===== src/rtl/motor_ramp_ctrl_if.sv =====
// Command channel into motor_ramp_ctrl: target duty and direction over a valid/ready handshake.
interface motor_ramp_ctrl_if #(
  parameter int PWM_WIDTH = 9
) ();
  logic                 cmd_valid;
  logic                 cmd_ready;
  logic                 cmd_dir;
  logic [PWM_WIDTH-1:0] cmd_duty;

  modport master (output cmd_valid, output cmd_dir, output cmd_duty, input cmd_ready);
  modport slave  (input cmd_valid, input cmd_dir, input cmd_duty, output cmd_ready);
endinterface


===== src/rtl/motor_ramp_ctrl.sv =====
// H-bridge duty/direction sequencer: linear duty ramps, stop + dead time on reversal.
// Define MOTOR_RAMP_BRAKE_EN to drive in1=in2=1 (active brake) during dead time instead of coasting.
module motor_ramp_ctrl #(
  parameter int PWM_WIDTH  = 9,
  parameter int MAX_DUTY   = 320,
  parameter int RAMP_STEP  = 4,
  parameter int RAMP_TICKS = 6000,
  parameter int DEAD_TICKS = 60000
) (
  input  logic                 clk,
  input  logic                 rst,
  motor_ramp_ctrl_if.slave     cmd,
  output logic [PWM_WIDTH-1:0] duty,
  output logic                 pwm_ena,
  output logic                 in1,
  output logic                 in2,
  output logic                 at_target
);

  localparam int CNT_MAX = (RAMP_TICKS > DEAD_TICKS) ? RAMP_TICKS : DEAD_TICKS;
  localparam int CW      = $clog2(CNT_MAX + 1);

  localparam logic [PWM_WIDTH-1:0] MAX_D     = PWM_WIDTH'(MAX_DUTY);
  localparam logic [PWM_WIDTH-1:0] STEP      = PWM_WIDTH'(RAMP_STEP);
  localparam logic [CW-1:0]        RAMP_LAST = CW'(RAMP_TICKS - 1);
  localparam logic [CW-1:0]        DEAD_LAST = CW'(DEAD_TICKS - 1);

`ifdef MOTOR_RAMP_BRAKE_EN
  localparam logic DEAD_LEVEL = 1'b1;
`else
  localparam logic DEAD_LEVEL = 1'b0;
`endif

  typedef enum logic [2:0] {IDLE, RAMP, HOLD, STOP, DEAD} state_t;

  state_t               state, n_state;
  logic [PWM_WIDTH-1:0] target, n_target, n_duty, nd, req_duty;
  logic                 dir, n_dir, pending_dir, n_pending;
  logic [CW-1:0]        cnt, n_cnt, cnt_ramp;
  logic                 accept, ramp_wrap;

  // Differences are checked before any add/subtract so the step never overshoots or wraps.
  function automatic logic [PWM_WIDTH-1:0] step_toward(input logic [PWM_WIDTH-1:0] cur,
                                                       input logic [PWM_WIDTH-1:0] goal);
    logic [PWM_WIDTH-1:0] res;
    res = goal;
    if (cur < goal) begin
      if ((goal - cur) >= STEP) res = cur + STEP;
    end else if (cur > goal) begin
      if ((cur - goal) >= STEP) res = cur - STEP;
    end
    return res;
  endfunction

  assign accept    = cmd.cmd_valid && cmd.cmd_ready;
  assign req_duty  = (cmd.cmd_duty > MAX_D) ? MAX_D : cmd.cmd_duty;
  assign ramp_wrap = (cnt == RAMP_LAST);
  assign cnt_ramp  = ramp_wrap ? '0 : cnt + CW'(1);

  always_comb begin
    n_state   = state;
    n_duty    = duty;
    n_target  = target;
    n_dir     = dir;
    n_pending = pending_dir;
    n_cnt     = cnt;
    nd        = duty;
    case (state)
      IDLE: begin
        if (accept) begin
          n_target = req_duty;
          if (req_duty != '0) begin
            n_dir   = cmd.cmd_dir;
            n_state = RAMP;
            n_cnt   = '0;
          end
        end
      end
      RAMP, HOLD: begin
        if (accept) begin
          n_target = req_duty;
          if (cmd.cmd_dir != dir && duty != '0) begin
            n_pending = cmd.cmd_dir;
            n_state   = STOP;
          end else begin
            n_dir = cmd.cmd_dir;
            if (state == HOLD && req_duty != duty) n_state = RAMP;
          end
        end
        // Only a ramping state advances the tick counter; HOLD freezes it.
        if (state == RAMP) begin
          n_cnt  = cnt_ramp;
          nd     = ramp_wrap ? step_toward(duty, (n_state == STOP) ? '0 : n_target) : duty;
          n_duty = nd;
          if (n_state == RAMP && nd == n_target) begin
            n_state = (n_target == '0) ? IDLE : HOLD;
          end else if (n_state == STOP && nd == '0) begin
            n_state = DEAD;
            n_cnt   = '0;
          end
        end
      end
      STOP: begin
        n_cnt  = cnt_ramp;
        nd     = ramp_wrap ? step_toward(duty, '0) : duty;
        n_duty = nd;
        if (nd == '0) begin
          n_state = DEAD;
          n_cnt   = '0;
        end
      end
      DEAD: begin
        if (cnt == DEAD_LAST) begin
          n_dir   = pending_dir;
          n_cnt   = '0;
          n_state = (target != '0) ? RAMP : IDLE;
        end else begin
          n_cnt = cnt + CW'(1);
        end
      end
      default: n_state = IDLE;
    endcase
  end

  // Outputs are registered from the next-state values so they line up with state/duty.
  always_ff @(posedge clk) begin
    if (!rst) begin
      state         <= IDLE;
      duty          <= '0;
      target        <= '0;
      dir           <= 1'b0;
      pending_dir   <= 1'b0;
      cnt           <= '0;
      in1           <= 1'b0;
      in2           <= 1'b0;
      pwm_ena       <= 1'b0;
      cmd.cmd_ready <= 1'b1;
      at_target     <= 1'b1;
    end else begin
      state         <= n_state;
      duty          <= n_duty;
      target        <= n_target;
      dir           <= n_dir;
      pending_dir   <= n_pending;
      cnt           <= n_cnt;
      cmd.cmd_ready <= (n_state == IDLE) || (n_state == RAMP) || (n_state == HOLD);
      pwm_ena       <= (n_state == RAMP) || (n_state == HOLD) || (n_state == STOP);
      at_target     <= (n_duty == n_target) && ((n_state == IDLE) || (n_state == HOLD));
      case (n_state)
        IDLE: begin
          in1 <= 1'b0;
          in2 <= 1'b0;
        end
        DEAD: begin
          in1 <= DEAD_LEVEL;
          in2 <= DEAD_LEVEL;
        end
        default: begin
          in1 <= ~n_dir;
          in2 <= n_dir;
        end
      endcase
    end
  end

endmodule


===== src/flat_wrapper.sv =====
// flat-port wrapper written by rule: the top's interface ports become plain ports
module motor_ramp_ctrl_flat 
#(
  parameter int PWM_WIDTH  = 9,
  parameter int MAX_DUTY   = 320,
  parameter int RAMP_STEP  = 4,
  parameter int RAMP_TICKS = 6000,
  parameter int DEAD_TICKS = 60000
)
  (clk, rst, duty, pwm_ena, in1, in2, at_target, cmd_cmd_valid, cmd_cmd_dir, cmd_cmd_duty, cmd_cmd_ready);
  motor_ramp_ctrl_if #(.PWM_WIDTH(PWM_WIDTH)) cmd_i ();
  input  logic clk;
  input  logic rst;
  output logic [PWM_WIDTH-1:0] duty;
  output logic pwm_ena;
  output logic in1;
  output logic in2;
  output logic at_target;
  input wire logic [$bits(cmd_i.cmd_valid)-1:0] cmd_cmd_valid;
  input wire logic [$bits(cmd_i.cmd_dir)-1:0] cmd_cmd_dir;
  input wire logic [$bits(cmd_i.cmd_duty)-1:0] cmd_cmd_duty;
  output wire logic [$bits(cmd_i.cmd_ready)-1:0] cmd_cmd_ready;
  assign cmd_i.cmd_valid = cmd_cmd_valid;
  assign cmd_i.cmd_dir = cmd_cmd_dir;
  assign cmd_i.cmd_duty = cmd_cmd_duty;
  assign cmd_cmd_ready = cmd_i.cmd_ready;
  motor_ramp_ctrl #(.PWM_WIDTH(PWM_WIDTH), .MAX_DUTY(MAX_DUTY), .RAMP_STEP(RAMP_STEP), .RAMP_TICKS(RAMP_TICKS), .DEAD_TICKS(DEAD_TICKS)) u_core (.clk(clk), .rst(rst), .cmd(cmd_i), .duty(duty), .pwm_ena(pwm_ena), .in1(in1), .in2(in2), .at_target(at_target));
endmodule

===== config.mk =====
export PLATFORM = sky130hd
export DESIGN_NAME = motor_ramp_ctrl_flat
export DESIGN_NICKNAME = d
export VERILOG_FILES = /design/src/rtl/motor_ramp_ctrl_if.sv /design/src/rtl/motor_ramp_ctrl.sv /design/src/flat_wrapper.sv
export SDC_FILE = /design/constraint.sdc
export NUM_CORES = 1
export LEC_CHECK = 0
export ABC_AREA = 1
export CORE_ASPECT_RATIO = 0.75
export CORE_MARGIN = 2
export CORE_UTILIZATION = 56
export DETAILED_ROUTE_END_ITERATION = 8
export PLACE_DENSITY = 0.78
export SLEW_MARGIN = 40
export SYNTH_ARGS = -nofsm -noshare
export SYNTH_HDL_FRONTEND = slang
export SYNTH_SLANG_ARGS = --single-unit

===== constraint.sdc =====
create_clock -name clk -period 5.25 [get_ports clk]
set_input_delay 0.525 -clock clk [delete_from_list [all_inputs] [get_ports clk]]
set_output_delay 0.525 -clock clk [all_outputs]
set_load 0.01 [all_outputs]

[After elaboration in Yosys (flattened, before gate mapping)]
Cells that the tools add are included.
Storage, ports and cells
  bits in read-only memories: 0
  memory bits (writable): 0
  memories kept: 0
  register bits after elaboration: 44
  input bits: 13
  logic and storage cells: 120
  output and inout bits: 14
  bits in latches: 0
Cells by class
  muxes and demuxes: 49
  multipliers: 0
  div/mod/pow operators: 0
  shift-type cells: 0
  $add $sub $neg: 6
  equal/unequal tests: 19
  reductions and logical operators: 24
  bitwise logic cells: 2
  order comparisons: 9
Operator list (count)
  9-bit 2-to-1 mux: 18
  16-bit 2-to-1 mux: 8
  16-bit case mux with 4 select lines: 1
  9-bit by 3-bit >= comparator with 1-bit output, second input constant: 4
  9-bit case mux with 2 select lines: 2
  3-bit 2-to-1 mux: 11
  9-bit zero test: 3
  9-bit nonzero test: 3
  9-bit equality test: 2
  9-bit subtractor: 2
  16-bit by 1-bit adder with 16-bit output, second input constant: 1
  16-bit by 13-bit equality test with 1-bit output, second input constant: 1
  16-bit equality test, second input constant: 1
  3-bit by 2-bit equality test with 1-bit output, second input constant: 5
  3-bit case mux with 4 select lines: 1
  9-bit by 3-bit adder with 9-bit output, second input constant: 1
  3-bit by 1-bit equality test with 1-bit output, second input constant: 3
  9-bit by 1-bit > comparator with 1-bit output, second input constant: 1
  9-bit > comparator: 1
  9-bit > comparator, second input constant: 1
  9-bit by 1-bit less-than comparator with 1-bit output, second input constant: 1
  9-bit less-than comparator: 1
  9-bit != test: 1
  1-bit by 9-bit subtractor with 9-bit output, first input constant: 1
  16 further kinds: 35

[Longest topological paths before layout]
  depth in word-level cells: 27
  gate-level depth with buffers: 50
  depth with buffers taken out: 48

[Worst setup path before layout]
OpenSTA, ideal clock, no wires.
  kind: reg2reg
  from: reg u_core.duty[2]
  to: reg u_core.cnt[12]
  cell stages (with the launch flop): 43
  data required time: 5.135 ns
  buffers on the path: 4
  library setup time: 0.115 ns
  clock period less this slack: 5.188 ns
  slack: 0.062 ns
  arrival: 5.073 ns
  cell sequence: dfxtp_1 > buf_2 > clkinv_1 > ha_1 > nand2_1 > nor2_1 > ha_1 > inv_1 > o21ai_0 > a21oi_1 > nand2_1 > inv_1 > nor2_1 > nor2_2 > nand2_4 > buf_6 > inv_1 > nor2_1 > [7 not listed] > nor2_1 > nand3_1 > nor2_4 > inv_2 > buf_6 > a21oi_1 > o21ai_0 > nand2_1 > nand2_1 > nand2_1 > nand2_1 > nor2_1 > nand3_1 > nand3_1 > nand3_2 > nand2_1 > nor2_1 > o21a_1
Between the ends
  cells in the longest elaborated chain, start to end: 22
  elaborated cells between the ends (all ways): 47
  classes of those cells: add/sub: 5; order compare: 8; eq/ne: 4; mux: 23; reduce/logical: 7
Ends and longest elaborated chain
  start: declaration: RTL line motor_ramp_ctrl.sv:13  | output logic [PWM_WIDTH-1:0] duty,
  start signal: assignment: RTL line motor_ramp_ctrl.sv:141  | duty <= n_duty;
  9-bit != test: RTL line motor_ramp_ctrl.sv:87  | if (state == HOLD && req_duty != duty) n_state = RAMP;
  1-bit logical AND: RTL line motor_ramp_ctrl.sv:87
  3-bit 2-to-1 mux: RTL line motor_ramp_ctrl.sv:87
  3-bit 2-to-1 mux: RTL line motor_ramp_ctrl.sv:82  | if (cmd.cmd_dir != dir && duty != '0) begin
  3-bit 2-to-1 mux: RTL line motor_ramp_ctrl.sv:80  | if (accept) begin
  3-bit 2-to-1 mux: RTL line motor_ramp_ctrl.sv:68  | case (state)
  3-bit by 2-bit equality test with 1-bit output: RTL line motor_ramp_ctrl.sv:93, motor_ramp_ctrl.sv:97
  9-bit 2-to-1 mux: RTL line motor_ramp_ctrl.sv:93  | nd = ramp_wrap ? step_toward(duty, (n_state == STOP) ? '0 : n_target) : duty;
  [6 not listed]
  9-bit 2-to-1 mux: RTL line motor_ramp_ctrl.sv:68
  9-bit 2-to-1 mux: RTL line motor_ramp_ctrl.sv:93
  9-bit zero test: RTL line motor_ramp_ctrl.sv:97  | end else if (n_state == STOP && nd == '0) begin
  1-bit logical AND: RTL line motor_ramp_ctrl.sv:97
  16-bit 2-to-1 mux: RTL line motor_ramp_ctrl.sv:97
  16-bit 2-to-1 mux: RTL line motor_ramp_ctrl.sv:95  | if (n_state == RAMP && nd == n_target) begin
  16-bit 2-to-1 mux: RTL line motor_ramp_ctrl.sv:91  | if (state == RAMP) begin
  16-bit case mux with 4 select lines *: RTL line motor_ramp_ctrl.sv:68
  end signal: assignment: RTL line motor_ramp_ctrl.sv:145  | cnt <= n_cnt;
  end: declaration: RTL line motor_ramp_ctrl.sv:39  | logic [CW-1:0] cnt, n_cnt, cnt_ramp;
Every way passes the cells marked *; elsewhere a longest branch is shown, timed or not. The select of a mux whose other input is x is not followed.
A chain may end at the register's enable or synchronous reset.

[Worst setup path in the final report]
  from: reg u_core.duty[5]
  to: reg u_core.in2
Between the ends
  cells in the longest elaborated chain, start to end: 24
  elaborated cells between the ends (all ways): 53
  classes of those cells: add/sub: 5; order compare: 8; eq/ne: 5; mux: 26; reduce/logical: 9
Ends and longest elaborated chain
  9-bit != test: RTL line motor_ramp_ctrl.sv:87
  1-bit logical AND: RTL line motor_ramp_ctrl.sv:87
  3-bit 2-to-1 mux: RTL line motor_ramp_ctrl.sv:87
  3-bit 2-to-1 mux: RTL line motor_ramp_ctrl.sv:82
  3-bit 2-to-1 mux: RTL line motor_ramp_ctrl.sv:80
  3-bit 2-to-1 mux: RTL line motor_ramp_ctrl.sv:68
  3-bit by 2-bit equality test with 1-bit output: RTL line motor_ramp_ctrl.sv:93, motor_ramp_ctrl.sv:97
  9-bit 2-to-1 mux: RTL line motor_ramp_ctrl.sv:93
  [8 not listed]
  9-bit zero test: RTL line motor_ramp_ctrl.sv:97
  1-bit logical AND: RTL line motor_ramp_ctrl.sv:97
  3-bit 2-to-1 mux: RTL line motor_ramp_ctrl.sv:97
  3-bit 2-to-1 mux: RTL line motor_ramp_ctrl.sv:95
  3-bit 2-to-1 mux: RTL line motor_ramp_ctrl.sv:91
  3-bit case mux with 4 select lines: RTL line motor_ramp_ctrl.sv:68
  3-bit equality test or 3-bit zero test (tied branches): RTL line motor_ramp_ctrl.sv:149  | case (n_state)
  3-bit OR reduction (no source line)
  end signal: assignment: RTL line motor_ramp_ctrl.sv:160  | in2 <= n_dir;
  end: declaration: RTL line motor_ramp_ctrl.sv:16  | output logic in2,
Several ways; a longest one is shown, not always the timed one. The select of a mux whose other input is x is not followed.

==> flow_summary_export.csv <==
group,metric,value,unit
min_path,min_path_type,"register to register",
timing,rsz0062_at_grt,"yes",
synth,yosys.area.top_type_share,17.50,%
synth,ys_ff_latch,44,
floorplanning,io_pins,27,
timing,timing.final.crit_period,5.099,ns
grt,track_usage,38.06,%
layout,layout_common_cells,"nand2_1, buf_4, inv_1",
setup_path,cp_slowest_cell,"fa_2",
power,p_leak,3.427,nW
synth,avgSynthCellArea,5.741,um2
grt,grt_antenna_before_repair,0,
synth,yosys.area_share.simple,41.40,%
grt,grt_pass1_wl,29500,um
synth,synthAdderAreaFrac,6.362,%
timing,tns,0,ns
synth,synth_cell_types,43,
floorplanning,rows,29,
synth,synth_top_family_by_area,"simple AND/OR/NAND/NOR gates",
setup_path,ff2ff_path_depth,42,
floorplanning,initial_core_util,58.55,%
timing,relSlewSlack,47.44,%
layout,layout_commonest_cell,"nand2_1",
routing,drc,0,
flow_run,maxCapViolCount,0,
floorplanning,die_x,113.5,um
timing,fin_crit_sh,97.12,%
clock_network,insertion_delay,0.29,ns
routing,totalWireLength,19260,um
grt,grt_pass1_vias,5982,
layout,syn_to_final_growth,37.97,%
routing,viasPerCell,5.932,
layout,drive_gt1_share,29.22,%
setup_path,critPathMaxStageDelay,0.39,ns
synth,seq_area_frac_synth,17.50,%
place,dpl.cell_count,1094,
setup_path,crit_path_frequent_cell,"nand2_1",
grt,grt_overflow,0,
setup_path,worst_r2r_endpoint,"u_core.in2",
synth,ys_warn_count,0,
routing,wl_met3,2597,um
synth,ys_async_sr_fraction,0,%
setup_path,timing.reg2reg.setup_slack,0.15,ns
synth,ys.flop_type,"dfxtp_1",
timing,fmax,196.1,MHz
timing,slew_viol_final,0,
setup_path,cp.required,5.48,ns
power,vdd_drop_max,0.2366,mV
layout,stdcell_count,1128,
synth,yosysTopAreaCell,"dfxtp_1",
place,place_area,6115,um2
clock_network,htreeDepth,2,
floorplanning,core_area,8600,um2
synth,synth.cell_area,5035,um2
place,gp_congestion,1.045,
clock_network,clkTransAtPathRegs,0.06,ns
timing,tightest_slew,0.7854,ns
synth,synth-edff-count,0,
clock_network,cts_buffer_depth,2,
clock_network,cts_made_buffers,5,
clock_network,ctsRootBufferMaster,"clkbuf_16",
setup_path,worstPathArrival,5.32,ns
synth,yosys.area_share.xor_xnor,6.262,%
routing,num_vias,6691,
outcome,status,"completed",
synth,synthCells,877,
synth,synth_compound_area_share,15.11,%
synth,synth_mux_area_share,0,%
floorplanning,die_area,9773,um2
grt,grt_max_degree,33,
setup_path,setup.worst_path.end_class,"register",
synth,syn_nets,915,
timing,setup_viol_count_final,0,
power,powerDensity,304.0,nW/um2
layout,stdcell_area,6947,um2
floorplanning,dieHeight,86.12,um
routing,wl_met2,7897,um
routing,drt_pre_antenna_iters,7,
routing,wl_per_cell,17.07,um
place,port_buffers,26,
setup_path,r2r_start,"u_core.duty[5]",
routing,highest_layer,"met4",
routing,final_antenna_net_count,0,
layout,n_antenna_cell,0,
place,dp_hpwl,14130,um
routing,wl_met1,8088,um
layout,finalNetCount,1058,
timing,hold_viol_final,0,
clock_network,clock_sinks,44,
setup_path,path_class,"register to register",
setup_path,setup.worst_path.end,"u_core.in2",
setup_path,worstSetupStartpoint,"u_core.duty[5]",
timing,worst_clock_skew,0.004938,ns
setup_path,start_kind,"register",
synth,ys_top_cells_by_area,"dfxtp_1, nand2_1, inv_1",
routing,first_iter_violations,876,
clock_network,cts_tree,"done",
setup_path,crit_fanout,7,
-- state kept, by name, summed over array words and instances (netlist names) --
signal / flops
u_core.cnt: 16
u_core.duty: 9
u_core.target: 9
u_core.state: 3
u_core.at_target: 1
u_core.cmd.cmd_ready: 1
u_core.dir: 1
u_core.in1: 1
u_core.in2: 1
u_core.pending_dir: 1
u_core.pwm_ena: 1
-- cell usage after synthesis (8+ instances only) --
cell and number:
nand2_1 225, ha_1 24, nand3_1 82, clkbuf_1 16
nand2_2 12, xor2_1 30, inv_1 121, o21ai_0 44
nor3_1 10, a21oi_1 51, o21ai_1 8, nor2_1 97
inv_2 9, dfxtp_1 44, nand4_1 18
-- worst max-delay path: cells and delay by family (launching register included) --
kind	cells	cell delay, ns
and+or+nand+nor	26	2.57
adders and majority gates	3	0.81
AOI/OAI and AO/OA	6	0.73
buffers and inverters	6	0.48
DFF	1	0.33
xor gates and xnor gates	1	0.08
-- power by group --
| part | leakage, nW | switching [W] | total [W] | internal (W) |
|---|---|---|---|---|
| clock | 0.0657 | 0.000135 | 0.000308 | 0.000173 |
| combinational | 3.00 | 0.000816 | 0.00142 | 0.000605 |
| sequential | 0.360 | 0.0000230 | 0.000384 | 0.000361 |
| total | 3.43 | 0.000974 | 0.00211 | 0.00114 |
-- timing repair --
action / in CTS / in global routing
setup endpoints to repair: 22 / 33
pin swaps: 13 / 61
resized for setup: 30 / 124
cloned: 1 / 0
hold buffers: 0 / 0
setup buffers: 11 / 15
-- logic make-up (layout without fill, tap and decap cells) --
family,count (synthesis),count (layout)
buffers and inverters,164,306
adders and majority gates,25,25
xor gates and xnor gates,36,36
AOI/OAI and AO/OA,132,132
DFF,44,44
and+or+nand+nor,476,477
-- how the worst min path moves through the flow --
stage | startpoint | endpoint | slack (ns) | depth (start not counted)
after detailed placement | u_core.pending_dir | u_core.pending_dir | 0.45 | 2
after global placement | u_core.pending_dir | u_core.pending_dir | 0.45 | 2
final | u_core.pending_dir | u_core.pending_dir | 0.46 | 2
after floorplan | u_core.pending_dir | u_core.pending_dir | 0.43 | 2
after global routing | u_core.cnt[3] | u_core.cnt[3] | 0.49 | 2
after CTS | u_core.pending_dir | u_core.pending_dir | 0.46 | 2
-- per-layer routing --
metal  global-route usage [%]  vias to the layer above
met1                    56.04                     3010
li1                         -                     3100
met4                    11.64                        0
met3                    7.279                       91
met2                    56.02                      490
met5                        0                        -
-- area by class of cell --
cell class                 instances  area [um2]
inverter                         133       511.7
fill                             612        1653
clock inverter                     2       12.51
sequential                        44       883.3
tap                              108       135.1
multi-input combinational        670        3968
timing repair buffer             166        1311
clock buffer                       5       125.1
-- stage by stage --
step                hold slack (ns)  worst slack, ns  total power [W]  util (%)
floorplan                    0.4294          0.06245         0.001093         -
global placement             0.4467          -0.5120         0.001494     71.08
detailed placement           0.4479          -0.5810         0.001525     71.10
CTS                          0.4579         0.002350         0.001889     74.84
global route                 0.4864          -0.1652         0.002232     80.78
finish                       0.4605           0.1512         0.002112     80.78
Power figures use the tool's default switching activity.
